### src/rtl/regfile_write_port_pkg.sv
`default_nettype none
// ============================================================================
// Module : regfile_write_port_pkg
// Brief  : Shared register-file constants and the zero-register helper.
// Rev    : 1.0
// ============================================================================
package regfile_write_port_pkg;

    localparam int RF_XLEN  = 64;
    localparam int RF_NREGS = 32;
    localparam int REG_AW   = 5;

    localparam logic [REG_AW-1:0] ZERO_REG = 5'd31;

    function automatic logic is_zero_reg(input logic [REG_AW-1:0] rd);
        return (rd == ZERO_REG);
    endfunction

endpackage
`default_nettype wire

### src/rtl/regfile_write_port_wb_fifo.sv
`default_nettype none
// ============================================================================
// Module : regfile_write_port_wb_fifo
// Brief  : DEPTH-entry synchronous FIFO with an age-ordered flat entry view.
// Rev    : 1.0
// ============================================================================
module regfile_write_port_wb_fifo #(
    parameter int W     = 69,
    parameter int DEPTH = 2
) (
    input  logic                         clk,
    input  logic                         rst_n,
    input  logic                         push,
    input  logic                         pop,
    input  logic [W-1:0]                 din,
    output logic [W-1:0]                 dout,
    output logic [$clog2(DEPTH+1)-1:0]   count,
    output logic [DEPTH*W-1:0]           view_data,
    output logic [DEPTH-1:0]             view_valid
);

    localparam int AW = $clog2(DEPTH);
    localparam int CW = $clog2(DEPTH+1);

    logic [W-1:0]  mem_q [DEPTH];
    logic [W-1:0]  mem_d [DEPTH];
    logic [AW-1:0] head_q, head_d;
    logic [AW-1:0] tail_q, tail_d;
    logic [CW-1:0] count_q, count_d;

    always_comb begin
        mem_d   = mem_q;
        head_d  = head_q;
        tail_d  = tail_q;
        count_d = count_q;
        if (push) begin
            mem_d[tail_q] = din;
            tail_d        = tail_q + AW'(1);
        end
        if (pop) begin
            head_d = head_q + AW'(1);
        end
        if (push && !pop) begin
            count_d = count_q + CW'(1);
        end else if (pop && !push) begin
            count_d = count_q - CW'(1);
        end
    end

    always_ff @(posedge clk or negedge rst_n) begin
        if (!rst_n) begin
            for (int i = 0; i < DEPTH; i++) begin
                mem_q[i] <= '0;
            end
            head_q  <= '0;
            tail_q  <= '0;
            count_q <= '0;
        end else begin
            mem_q   <= mem_d;
            head_q  <= head_d;
            tail_q  <= tail_d;
            count_q <= count_d;
        end
    end

    assign dout  = mem_q[head_q];
    assign count = count_q;

    // Slot i of the view is the i-th oldest entry; pointer wrap is free since DEPTH is 2^AW.
    generate
        for (genvar i = 0; i < DEPTH; i++) begin : g_view
            logic [AW-1:0] idx;
            assign idx                   = head_q + AW'(i);
            assign view_data[i*W +: W]   = mem_q[idx];
            assign view_valid[i]         = (CW'(i) < count_q);
        end
    endgenerate

endmodule
`default_nettype wire

### src/rtl/regfile_write_port.sv
`default_nettype none
// ============================================================================
// Module : regfile_write_port
// Brief  : Buffered write side of the register file with zero-register filter
//          and read-after-write forwarding for the A/B read ports.
// Rev    : 1.0
// ============================================================================
module regfile_write_port
    import regfile_write_port_pkg::*;
#(
    parameter int XLEN   = RF_XLEN,
    parameter int NREGS  = RF_NREGS,
    parameter int DEPTH  = 2,
    parameter int DROP_W = 8
) (
    input  logic                         clk,
    input  logic                         rst_n,
    input  logic                         wb_valid,
    output logic                         wb_ready,
    input  logic [REG_AW-1:0]            wb_rd,
    input  logic [XLEN-1:0]              wb_data,
    input  logic                         wr_hold,
    output logic [NREGS-1:0]             Dselect,
    output logic [XLEN-1:0]              dbus,
    input  logic [REG_AW-1:0]            aaddr,
    input  logic [REG_AW-1:0]            baddr,
    output logic                         a_fwd_hit,
    output logic [XLEN-1:0]              a_fwd_data,
    output logic                         b_fwd_hit,
    output logic [XLEN-1:0]              b_fwd_data,
    output logic [$clog2(DEPTH+1)-1:0]   pending,
    output logic [DROP_W-1:0]            zero_drops
);

    localparam int W  = REG_AW + XLEN;
    localparam int CW = $clog2(DEPTH+1);

    logic [W-1:0]        fifo_dout;
    logic [CW-1:0]       fifo_count;
    logic [DEPTH*W-1:0]  fifo_view;
    logic [DEPTH-1:0]    fifo_view_valid;
    logic                accept, push, pop;

    logic [NREGS-1:0]    dselect_q, dselect_d;
    logic [XLEN-1:0]     dbus_q, dbus_d;
    logic [DROP_W-1:0]   drops_q, drops_d;

    assign wb_ready = (fifo_count < CW'(DEPTH));
    assign accept   = wb_valid && wb_ready;
    assign push     = accept && !is_zero_reg(wb_rd);
    assign pop      = (|fifo_count) && !wr_hold;

    regfile_write_port_wb_fifo #(
        .W     (W),
        .DEPTH (DEPTH)
    ) u_wb_fifo (
        .clk        (clk),
        .rst_n      (rst_n),
        .push       (push),
        .pop        (pop),
        .din        ({wb_rd, wb_data}),
        .dout       (fifo_dout),
        .count      (fifo_count),
        .view_data  (fifo_view),
        .view_valid (fifo_view_valid)
    );

    always_comb begin
        dselect_d = '0;
        dbus_d    = dbus_q;
        drops_d   = drops_q;
        if (pop) begin
            dselect_d = {{(NREGS-1){1'b0}}, 1'b1} << fifo_dout[W-1 -: REG_AW];
            dbus_d    = fifo_dout[XLEN-1:0];
        end
        if (accept && is_zero_reg(wb_rd) && (drops_q != '1)) begin
            drops_d = drops_q + DROP_W'(1);
        end
    end

    always_ff @(posedge clk or negedge rst_n) begin
        if (!rst_n) begin
            dselect_q <= '0;
            dbus_q    <= '0;
            drops_q   <= '0;
        end else begin
            dselect_q <= dselect_d;
            dbus_q    <= dbus_d;
            drops_q   <= drops_d;
        end
    end

    assign Dselect    = dselect_q;
    assign dbus       = dbus_q;
    assign pending    = fifo_count;
    assign zero_drops = drops_q;

    logic [REG_AW-1:0]       fwd_addr [2];
    logic [1:0]              fwd_hit;
    logic [1:0][XLEN-1:0]    fwd_data;

    assign fwd_addr[0] = aaddr;
    assign fwd_addr[1] = baddr;

    // Scan oldest to youngest so the youngest match wins: output stage, then head..tail.
    generate
        for (genvar p = 0; p < 2; p++) begin : g_fwd
            logic            hit;
            logic [XLEN-1:0] data;
            always_comb begin
                hit  = dselect_q[fwd_addr[p]];
                data = hit ? dbus_q : '0;
                for (int i = 0; i < DEPTH; i++) begin
                    if (fifo_view_valid[i] &&
                        (fifo_view[i*W + XLEN +: REG_AW] == fwd_addr[p])) begin
                        hit  = 1'b1;
                        data = fifo_view[i*W +: XLEN];
                    end
                end
                if (is_zero_reg(fwd_addr[p])) begin
                    hit  = 1'b0;
                    data = '0;
                end
            end
            assign fwd_hit[p]  = hit;
            assign fwd_data[p] = data;
        end
    endgenerate

    assign a_fwd_hit  = fwd_hit[0];
    assign a_fwd_data = fwd_data[0];
    assign b_fwd_hit  = fwd_hit[1];
    assign b_fwd_data = fwd_data[1];

endmodule
`default_nettype wire

### config.mk
export PLATFORM = sky130hd
export DESIGN_NAME = regfile_write_port
export DESIGN_NICKNAME = d
export VERILOG_FILES = /design/src/rtl/regfile_write_port_pkg.sv /design/src/rtl/regfile_write_port_wb_fifo.sv /design/src/rtl/regfile_write_port.sv
export SDC_FILE = /design/constraint.sdc
export NUM_CORES = 1
export LEC_CHECK = 0
export CAP_MARGIN = 10
export CORE_MARGIN = 2
export CORE_UTILIZATION = 54
export DETAILED_ROUTE_END_ITERATION = 6
export PLACE_DENSITY = 0.82
export RECOVER_POWER = 50
export SLEW_MARGIN = 5
export SYNTH_ARGS = -nofsm -noshare
export SYNTH_HDL_FRONTEND = slang
export SYNTH_HIERARCHICAL = 1
export SYNTH_SLANG_ARGS = --single-unit
### constraint.sdc
create_clock -name clk -period 3.99 [get_ports clk]
set_input_delay 0.9975 -clock clk [delete_from_list [all_inputs] [get_ports clk]]
set_output_delay 0.9975 -clock clk [all_outputs]
set_load 0.1 [all_outputs]
# After elaboration in Yosys (flattened, before gate mapping)

Index checks and enable logic that the tools add are counted.

$add $sub $neg: 5
$mul: 0
Div/mod/pow operators: 0
$lt $le $gt $ge: 9
Eq/ne operators: 8
Shift-type cells: 1
Multiplexer cells: 30
Bitwise operators: 3
Reductions and logical operators: 18

Operators with widths:

| cell                                                                 | number |
|---|---|
| 64-bit two-way mux                                                   | 8 |
| 69-bit two-way mux                                                   | 7 |
| 138-bit bitwise mux                                                  | 1 |
| 69-bit demux with 1-bit select                                       | 1 |
| 32-bit two-way mux                                                   | 1 |
| 1-bit by 5-bit left shift with 32-bit output, first input constant   | 1 |
| 5-bit == test                                                        | 4 |
| 5-bit == test, second input constant                                 | 3 |
| 1-bit logical AND                                                    | 12 |
| 5-bit by 6-bit < comparator with 1-bit output, second input constant | 2 |
| 1-bit binary-select mux with 5-bit select                            | 2 |
| 8-bit by 1-bit adder with 8-bit output, second input constant        | 1 |
| 1-bit two-way mux                                                    | 8 |
| 8-bit inequality test, second input constant                         | 1 |
| 2-bit >= comparator, second input constant                           | 3 |
| 1-bit NOT with 2-bit output                                          | 3 |
| 1-bit zero test                                                      | 4 |
| 1-bit by 2-bit < comparator with 1-bit output, first input constant  | 2 |
| 2-bit two-way mux                                                    | 2 |
| 1-bit adder, second input constant                                   | 2 |
| 2-bit by 1-bit adder with 2-bit output, second input constant        | 1 |
| 2-bit by 1-bit < comparator with 1-bit output, second input constant | 1 |
| 2-bit < comparator, second input constant                            | 1 |
| 2-bit nonzero test                                                   | 1 |
| other kinds (2)                                                      | 2 |

Flip-flop bits (word level): 246
Latch bits: 0
Memory bits (writable): 0
ROM bits: 0
Input port bits: 83
Output and inout bits: 237
Word-level logic and storage cells: 82
Memories: 0

# Logic depth before layout (Yosys ltp)

Gate-level depths: netlist of the first run.

Word-level depth: 9
Depth in mapped cells: 11

# Hierarchy

The synthesis of the first run kept the hierarchy.

Modules (own cells, without submodules):

| module                     | instances | cells each | area an instance (sq um) | seq. area each (sq um) |
|---|---|---|---|---|
| regfile_write_port         | 1         | 1255       | 10372.4                  | 2602.5 |
| regfile_write_port_wb_fifo | 1         | 533        | 7518.5                   | 3553.4 |

# Worst setup path before layout of the first run

No wires, ideal clock.

Path kind: in2out
Start: input aaddr[4]
End: output a_fwd_hit
Data arrival time: 4435 ps
Path slack: -1443 ps
Stages: 6
Buffers on the path: 4
Cell sequence: clkbuf_1 -> clkbuf_1 -> clkbuf_1 -> clkbuf_1 -> mux4_1 -> a21boi_0

Cells in the longest elaborated chain, start to end: 5
Elaborated cells on any way between the ends: 10
Classes of those cells: eq/ne (3); mux (5); reduce/logical (2)

Ends and longest elaborated chain:

| item                                                                                | RTL line                                             | source |
|---|---|---|
| start, declared                                                                     | regfile_write_port.sv:25                             | `input logic [REG_AW-1:0] aaddr,` |
| 1-bit binary-select mux with 5-bit select / 5-bit == test (equally long branches)   | regfile_write_port.sv:111, regfile_write_port.sv:115 |  |
| 1-bit two-way mux (not written as such) / 1-bit logical AND (equally long branches) | regfile_write_port.sv:111, regfile_write_port.sv:114 |  |
| 1-bit two-way mux (2 in a row)                                                      | regfile_write_port.sv:114                            | `if (fifo_view_valid[i] &&` |
| 1-bit two-way mux (*)                                                               | regfile_write_port.sv:120                            | `if (is_zero_reg(fwd_addr[p])) begin` |
| end, declared                                                                       | regfile_write_port.sv:27                             | `output logic a_fwd_hit,` |

Mark *: on every way between the ends. The rest lies on a longest branch, timed or not. The select of a mux whose other input is x is not followed.

# Final worst setup path of the first run

Start: register u_wb_fifo.head_q
End: output a_fwd_data[7]

Cells in the longest elaborated chain, start to end: 9
Elaborated cells on any way between the ends: 16
Classes of those cells: add/sub (1); eq/ne (2); mux (9); bitwise (2); reduce/logical (2)

Ends and longest elaborated chain:

| item                            | RTL line                         | source |
|---|---|---|
| start, declared                 | regfile_write_port_wb_fifo.sv:27 | `logic [AW-1:0] head_q, head_d;` |
| start signal, assigned          | regfile_write_port_wb_fifo.sv:55 | `head_q <= '0;` |
| start signal, assigned          | regfile_write_port_wb_fifo.sv:60 | `head_q <= head_d;` |
| 1-bit NOT with 2-bit output     | --                               |  |
| 69-bit two-way mux (3 in a row) | --                               |  |
| via fifo_dout[68]               | regfile_write_port.sv:38         | `logic [W-1:0] fifo_dout;` |
| 5-bit == test                   | regfile_write_port.sv:115        | `(fifo_view[i*W + XLEN +: REG_AW] == fwd_addr[p])) begin` |
| 1-bit logical AND               | regfile_write_port.sv:114        |  |
| 64-bit two-way mux (2 in a row) | regfile_write_port.sv:114        |  |
| 64-bit two-way mux              | regfile_write_port.sv:120        |  |
| end, declared                   | regfile_write_port.sv:28         | `output logic [XLEN-1:0] a_fwd_data,` |

The timed path passes the listed nets, and every way through them passes these cells. The select of a mux whose other input is x is not followed.

==> impl_metrics.csv, run 1 <==
group,metric,value,unit
detailed_routing,drt_wl_total,90300,um
finish,drive_gt1_share,49.2,%
power_and_ir_drop,clockPowerShare,11.6,%
sta,setup_slack,-850,ps
yosys,synth_area,0.0179,sq mm
power_and_ir_drop,swShare,54.6,%
setup_path,critical_path.startpoint_type,"flip-flop",
yosys,synth_cell_types,44,
clock_network,numCtsBuffers,29,
yosys,async_flop_share,100,%
detailed_routing,drc_errors,2,
power_and_ir_drop,p_comb_share,70.0,%
setup_path,crit_path_cell_trace,"buf_4, mux2_4, xnor2_1, nand4_1, buf_6, nor2_4, clkbuf_16, buf_4, o32ai_2, o221a_4, buf_12",
sta,finalSetupTns,-54830,ps
run_status,outcome,"complete, but fails checks",
power_and_ir_drop,fin_total_pwr,26.6,mW
hold_path,hp-class,"flip-flop to flip-flop",
clock_network,clk_path_buf_depth,3,
power_and_ir_drop,p_int,12.1,mW
power_and_ir_drop,p_leak,11.9,nW
power_and_ir_drop,pwr-share-seq,18.4,%
power_and_ir_drop,vdd_drop_max,0.845,mV
power_and_ir_drop,switchingPower,14.6,mW
yosys,synth.avg_cell_area,10.0,sq um
clock_network,htreeDepth,1,
global_route,grt_pass1_vias,19000,
yosys,yosysWarnings,6,
sta,max_freq,207,MHz
yosys,synth_top_area_share,34.4,%
setup_path,critPathMaxFanout,9,
sta,period_share,121,%
clock_network,clock_sinks,246,
clock_network,clk_latency,570,ps
setup_path,crit_arrival,3840,ps
setup_path,cp_slowest_cell,"o32ai_2",
finish,fillerInstances,1306,
sta,final_max_slew_viol_count,88,
sta,setup_viol,130,
detailed_routing,dr.pass1.iters,7,
die,start_util,54.8,%
sta,fin_crit,4840,ps
yosys,synth_top_area_cell,"dfrtp_1",
setup_path,path_class,"flip-flop to output port",
die,ioPinCount,320,
finish,fin_cells,2605,
yosys,ys_top_cells_by_area,"dfrtp_1 (34%), mux2_2 (17%), nand2_1 (5.6%), o32ai_2 (5.5%), o221a_1 (3.8%)",
placement,hpwl,40800,um
sta,finalHoldViolCount,0,
die,fp.dieH,186,um
finish,syn_to_final_growth,59.1,%
yosys,yosysSeqAreaShare,34.4,%
global_route,track_usage,45.0,%
run,maxCapViolations,1,
placement,place_congestion,0.896,
die,fp-row-count,66,
yosys,ys.flop_type,"dfrtp_1",
sta,clock_skew,37.0,ps
clock_network,cts_hold_buf,0,
yosys,synth-seq-cells,246,
placement,io_buffer_count,319,
die,die_x,186,um
finish,postLayoutCoreUtil,87.3,%
global_route,grt_pass1_wl,117000,um
die,die_area,0.0346,sq mm
clock_network,root_buffer,"clkbuf_16",
sta,maxSlewHeadroom,-56.8,%
yosys,syn_inst,1788,
detailed_routing,via_count,19500,
yosys,synth_edf_count,0,
setup_path,timing.critical_path.required,2990,ps
detailed_routing,drt_iter0_markers,2900,
setup_path,path_common_cell,"buf_4",
sta,timing.hold.ws,513,ps
global_route,grt.overflow.total,0,
power_and_ir_drop,p_per_area,936,mW/mm^2
global_route,antenna_found_initial,6,
clock_network,clk_pin_slew,70,ps
sta,grt_setup_unrepaired,"true",
detailed_routing,via_per_inst,7.48,
clock_network,cts_tree,"yes",
global_route,grt_max_degree,131,
detailed_routing,antenna_left,0,
run_status,violations,"DRC, capacitance limit, slew limit, setup timing",
sta,tightest_slew,2350,ps
detailed_routing,wl_per_cell,34.7,um
setup_path,slowest_delay,790,ps
die,core,0.0326,sq mm
finish,fin_nets,2225,
setup_path,end_kind,"output port",
placement,dp_cells,2434,
yosys,syn_nets,1875,
==> cells in the mapped netlist (2+ instances only) <==
master and count:
nor4_1 3, o221a_1 60, mux2i_1 8, nand4b_1 2, o21ai_0 65, or3_1 2
buf_1 12, buf_6 13, nor2_1 33, buf_2 42, buf_4 76, nor2b_1 4
dfrtp_1 246, mux2_2 268, mux2_4 11, inv_1 5, nand2b_1 68, nand4_1 70
o221a_2 4, xor2_1 16, mux4_1 9, nand2_1 267, o32ai_2 60, a31oi_1 64
nor3_1 8, clkbuf_1 117, a21o_1 64, a21boi_0 66, xnor2_1 15, nand3_1 10
mux4_2 8, ha_1 4, o211ai_1 64, o32ai_1 4, buf_12 7, and2_1 2
and3_1 4
==> what timing repair did <==
item	4_1_cts	5_1_grt
gates resized for setup	258	146
endpoints found under the hold margin	0	0
setup buffers	51	33
pin swaps	111	75
gates cloned	25	16
setup endpoints to repair	130	130
==> final timing paths <==
check | endpoint | start | slack (ps) | cells past startpoint
max in group asynchronous | u_wb_fifo/mem_q[52] | rst_n | 430 | 2
hold / removal | zero_drops[5] | zero_drops[5] | 510 | 1
setup reg to reg | u_wb_fifo/count[1] | u_wb_fifo/count[0] | 1450 | 7
hold reg to reg | zero_drops[5] | zero_drops[5] | 510 | 1
min in group asynchronous | u_wb_fifo/mem_q[76] | rst_n | 1140 | 1
setup / recovery | a_fwd_data[7] | u_wb_fifo/head_q | -850 | 11
==> stage by stage <==
step	worst slack, ps	cell area, sq um
floorplan	-289	18800
global placement	-531	24000
detailed placement	-557	24000
CTS	-227	27300
global route	-889	28500
finish	-850	28500
==> cell usage in the layout, fill, tap and decap left out, drive strengths merged, types with 10 or more instances in the layout <==
master	synthesis	layout
clkbuf	117	51
nand2	267	267
nand2b	68	68
a21boi	66	66
nand4	70	70
o211ai	64	64
nor2	33	33
a31oi	64	64
nand3	10	10
dfrtp	246	246
mux4	17	17
o32ai	64	64
o21ai	65	65
xor2	16	16
a21o	64	64
buf	151	385
xnor2	15	15
mux2	279	279
clkdlybuf4s50	0	173
o221a	64	64
==> cell type report <==
| type | instances | area [sq um] | area share [%] |
|---|---|---|---|
| antenna | 3 | 7.51 | 0.0264 |
| tap | 442 | 553 | 1.94 |
| multi-input combinational | 1268 | 12500 | 43.8 |
| sequential | 246 | 6160 | 21.6 |
| inverter | 6 | 22.5 | 0.0791 |
| clock inverter | 20 | 314 | 1.10 |
| clock buffer | 33 | 771 | 2.71 |
| timing repair buffer | 587 | 8170 | 28.7 |
==> metal layers <==
layer,vias to the layer above,GRT usage [%],share of wire [%]
met3,835,14.3,14
met5,-,0,0.022
met1,9302,52.1,31
met2,2058,71.3,44
li1,7293,-,-
met4,4,30.9,10
==> worst max-delay path: cells and delay by family (launching register included) <==
kind	cells	cell delay, ps
multiplexers	1	380
XOR/XNOR	1	190
AND/OR/NAND/NOR	2	210
AO/OA/AOI/OAI	2	1100
buffers and inverters	5	840
flip-flops	1	520
==> kinds of logic after synthesis <==
kind of cell | share of synthesized area (%)
AND/OR/NAND/NOR | 12.4
XOR/XNOR | 1.52
flip-flops | 34.4
AO/OA/AOI/OAI | 22.0
buffers and inverters | 8.88
multiplexers | 20.6
adder cells (fa/ha/maj) | 0.280
==> power groups by stage <==
stage,registers [mW],logic [mW],clock network [mW]
global placement,4.55,15.5,0
finish,4.91,18.6,3.09
floorplan,6.84,9.46,0
CTS,4.65,17.0,3.06
global route,4.95,18.9,3.20
detailed placement,4.68,15.8,0
==> state kept, by name, indices dropped and copies added, names as in the netlist <==
| signal | count |
|---|---|
| u_wb_fifo/mem_q | 138 |
| dbus | 64 |
| u_wb_fifo/tail_q | 1 |
| Dselect | 32 |
| u_wb_fifo/count | 2 |
| u_wb_fifo/head_q | 1 |
| zero_drops | 8 |
No activity file was read; power rests on OpenSTA's default activity.
==> run 2, diff against run 1 <==
--- a/config.mk
+++ b/config.mk
@@ -5,8 +5,7 @@
 export SDC_FILE = /design/constraint.sdc
 export NUM_CORES = 1
 export LEC_CHECK = 0
-export CAP_MARGIN = 10
-export CORE_MARGIN = 2
+export CORE_MARGIN = 4
 export CORE_UTILIZATION = 54
 export DETAILED_ROUTE_END_ITERATION = 6
 export PLACE_DENSITY = 0.82
==> run 2 against run 1 <==
The flow finishes with violations (capacitance limit, slew limit, setup timing). Sequential power shrank 2%. First-iteration DRC count shrank 16%. Final area shrank 2.5%. Count of clock-buffer cells in the layout grew 4. Register-to-register slack gained 300 ps. Clock skew shrank 4.3 ps. Utilization shrank 2.2 points.
==> impl_metrics.csv, run 2 (same netlist as run 1, synthesis figures left out) <==
group,metric,value,unit
sta,maxSlewHeadroom,-43.9,%
run,maxCapViolations,1,
clock_network,cts_tree,"yes",
sta,tightest_slew,2160,ps
finish,final_area,0.0278,sq mm
sta,period_share,117,%
setup_path,critical_path.startpoint_type,"flip-flop",
power_and_ir_drop,vdd_drop_max,0.791,mV
clock_network,root_buffer,"clkbuf_16",
hold_path,hp-class,"flip-flop to flip-flop",
die,ioPinCount,320,
die,core,0.0326,sq mm
sta,grt_setup_unrepaired,"true",
global_route,track_usage,37.6,%
clock_network,clock_sinks,246,
die,die_x,190,um
setup_path,end_kind,"output port",
placement,dp_cells,2419,
sta,clock_skew,32.7,ps
die,die_area,0.0361,sq mm
clock_network,htreeDepth,1,
global_route,antenna_found_initial,8,
finish,postLayoutCoreUtil,85.1,%
power_and_ir_drop,p_per_area,928,mW/mm^2
run_status,violations,"capacitance limit, slew limit, setup timing",
setup_path,path_class,"flip-flop to output port",
die,fp-row-count,66,
finish,drive_gt1_share,47.6,%
finish,largest_register_ffs,138,
clock_network,clk_path_buf_depth,3,
finish,final_common_cell,"mux2_2",
placement,place_congestion,0.895,
setup_path,crit_arrival,3650,ps
power_and_ir_drop,p_leak,11.4,nW
detailed_routing,via_count,18700,
setup_path,timing.critical_path.required,2990,ps
finish,syn_to_final_growth,55.2,%
run_status,outcome,"complete, but fails checks",
die,fp.dieH,190,um
placement,io_buffer_count,319,
global_route,grt_max_degree,129,
global_route,busiest_layer,"met2",
placement,hpwl,41100,um
finish,largest_register,"u_wb_fifo/mem_q",
sta,fin_crit,4650,ps
sta,setup_slack,-659,ps
sta,final_max_slew_viol_count,76,
detailed_routing,dr.pass1.iters,7,
clock_network,numCtsBuffers,28,
finish,final_cell_mix,"mux2_2 (262), dfrtp_1 (245), nand2_1 (240)",
setup_path,critPathMaxFanout,29,
sta,timing.hold.ws,512,ps
finish,fillerInstances,1464,
clock_network,clk_latency,560,ps
detailed_routing,antenna_left,0,
detailed_routing,via_per_inst,7.27,
placement,dpl_worst_slack,-675,ps
global_route,met3_usage,10.3,%
setup_path,r2r_slack,1750,ps
global_route,grt_pass1_wl,108000,um
placement,dpl_cell_area,0.0239,sq mm
detailed_routing,drt_iter0_markers,2442,
detailed_routing,drc_errors,0,
finish,fin_nets,2195,
die,start_util,54.8,%
detailed_routing,wl_per_cell,32.8,um
global_route,grt_util_met2,61.6,%
finish,fin_cells,2577,
sta,setup_viol,130,
sta,max_freq,215,MHz
global_route,grt_use_met1,44.3,%
detailed_routing,drt_wl_total,84500,um
global_route,grt_pass1_vias,18200,
clock_network,clk_pin_slew,70,ps
global_route,grt.overflow.total,0,
sta,finalHoldViolCount,0,
[run 2: cell count changes in the layout (fill, tap and decap cells not counted), moves of 8 or more]
| cell | delta |
|---|---|
| a21boi_0 | +13 |
| a21boi_1 | -11 |
| buf_12 | -11 |
| buf_4 | -15 |
| nand2_1 | +37 |
| nand2_4 | -36 |
| o21ai_0 | -24 |
| o21ai_1 | +9 |
| o21ai_2 | +17 |
| o32ai_4 | -8 |
[run 2: where the power goes]
| group | switching, mW | internal [mW] | total, mW | leakage (nW) |
|---|---|---|---|---|
| combinational | 11.7 | 6.37 | 18.0 | 7.86 |
| clock | 1.14 | 1.80 | 2.95 | 0.517 |
| sequential | 1.19 | 3.60 | 4.79 | 3.03 |
| total | 14.0 | 11.8 | 25.8 | 11.4 |
[run 2: stage by stage]
step	setup TNS [ps]	total power [mW]
after CTS	-23880	24.1
after global placement	-58510	20.1
after floorplan	-2770	16.3
final	-47770	25.8
after detailed placement	-69410	20.5
after global routing	-49340	26.3
[run 2: final cells by class]
cell class / count / area, sq um / share of cell area (%)
well taps: 442 / 553 / 1.99
inverters: 6 / 22.5 / 0.0811
repair buffers: 558 / 7810 / 28.1
clock inverters: 15 / 229 / 0.825
flip-flops and latches: 246 / 6160 / 22.2
diodes: 5 / 12.5 / 0.0451
multi-input cells: 1268 / 12200 / 43.8
clock buffers: 37 / 806 / 2.90
[run 2: what timing repair did]
| item | CTS | global route |
|---|---|---|
| resized for setup | 128 | 202 |
| hold buffers | 0 | 0 |
| pin swaps | 27 | 28 |
| setup buffers | 36 | 26 |
| setup endpoints to repair | 130 | 130 |
| cloned | 15 | 27 |
[run 2: worst paths after layout]
| path | to | start | depth (start not counted) |
|---|---|---|---|
| worst max-delay path | a_fwd_data[43] | u_wb_fifo/head_q | 9 |
| worst min-delay path | zero_drops[5] | zero_drops[5] | 1 |
| worst max register to register | u_wb_fifo/mem_q[99] | u_wb_fifo/count[1] | 5 |
| worst min register to register | zero_drops[5] | zero_drops[5] | 1 |
| max in group asynchronous | Dselect[31] | rst_n | 2 |
| min in group asynchronous | u_wb_fifo/mem_q[82] | rst_n | 1 |
[run 2: metal layers]
metal	wire length, um	part of all wire, %	vias up
met4	7780	9.2	4
met2	38400	45	1810
li1	-	-	7192
met5	26	0.031	-
met1	27600	33	9049
met3	10600	13	668
[run 2: worst max-delay path, cell delays in order (launching register included)]
cell and delay, ps:
dfrtp_4 500, buf_12 150, mux2_2 350, xnor2_1 150
nand4_1 170, buf_4 410, o211ai_1 340, o32ai_2 470
o221a_4 330, buf_12 170
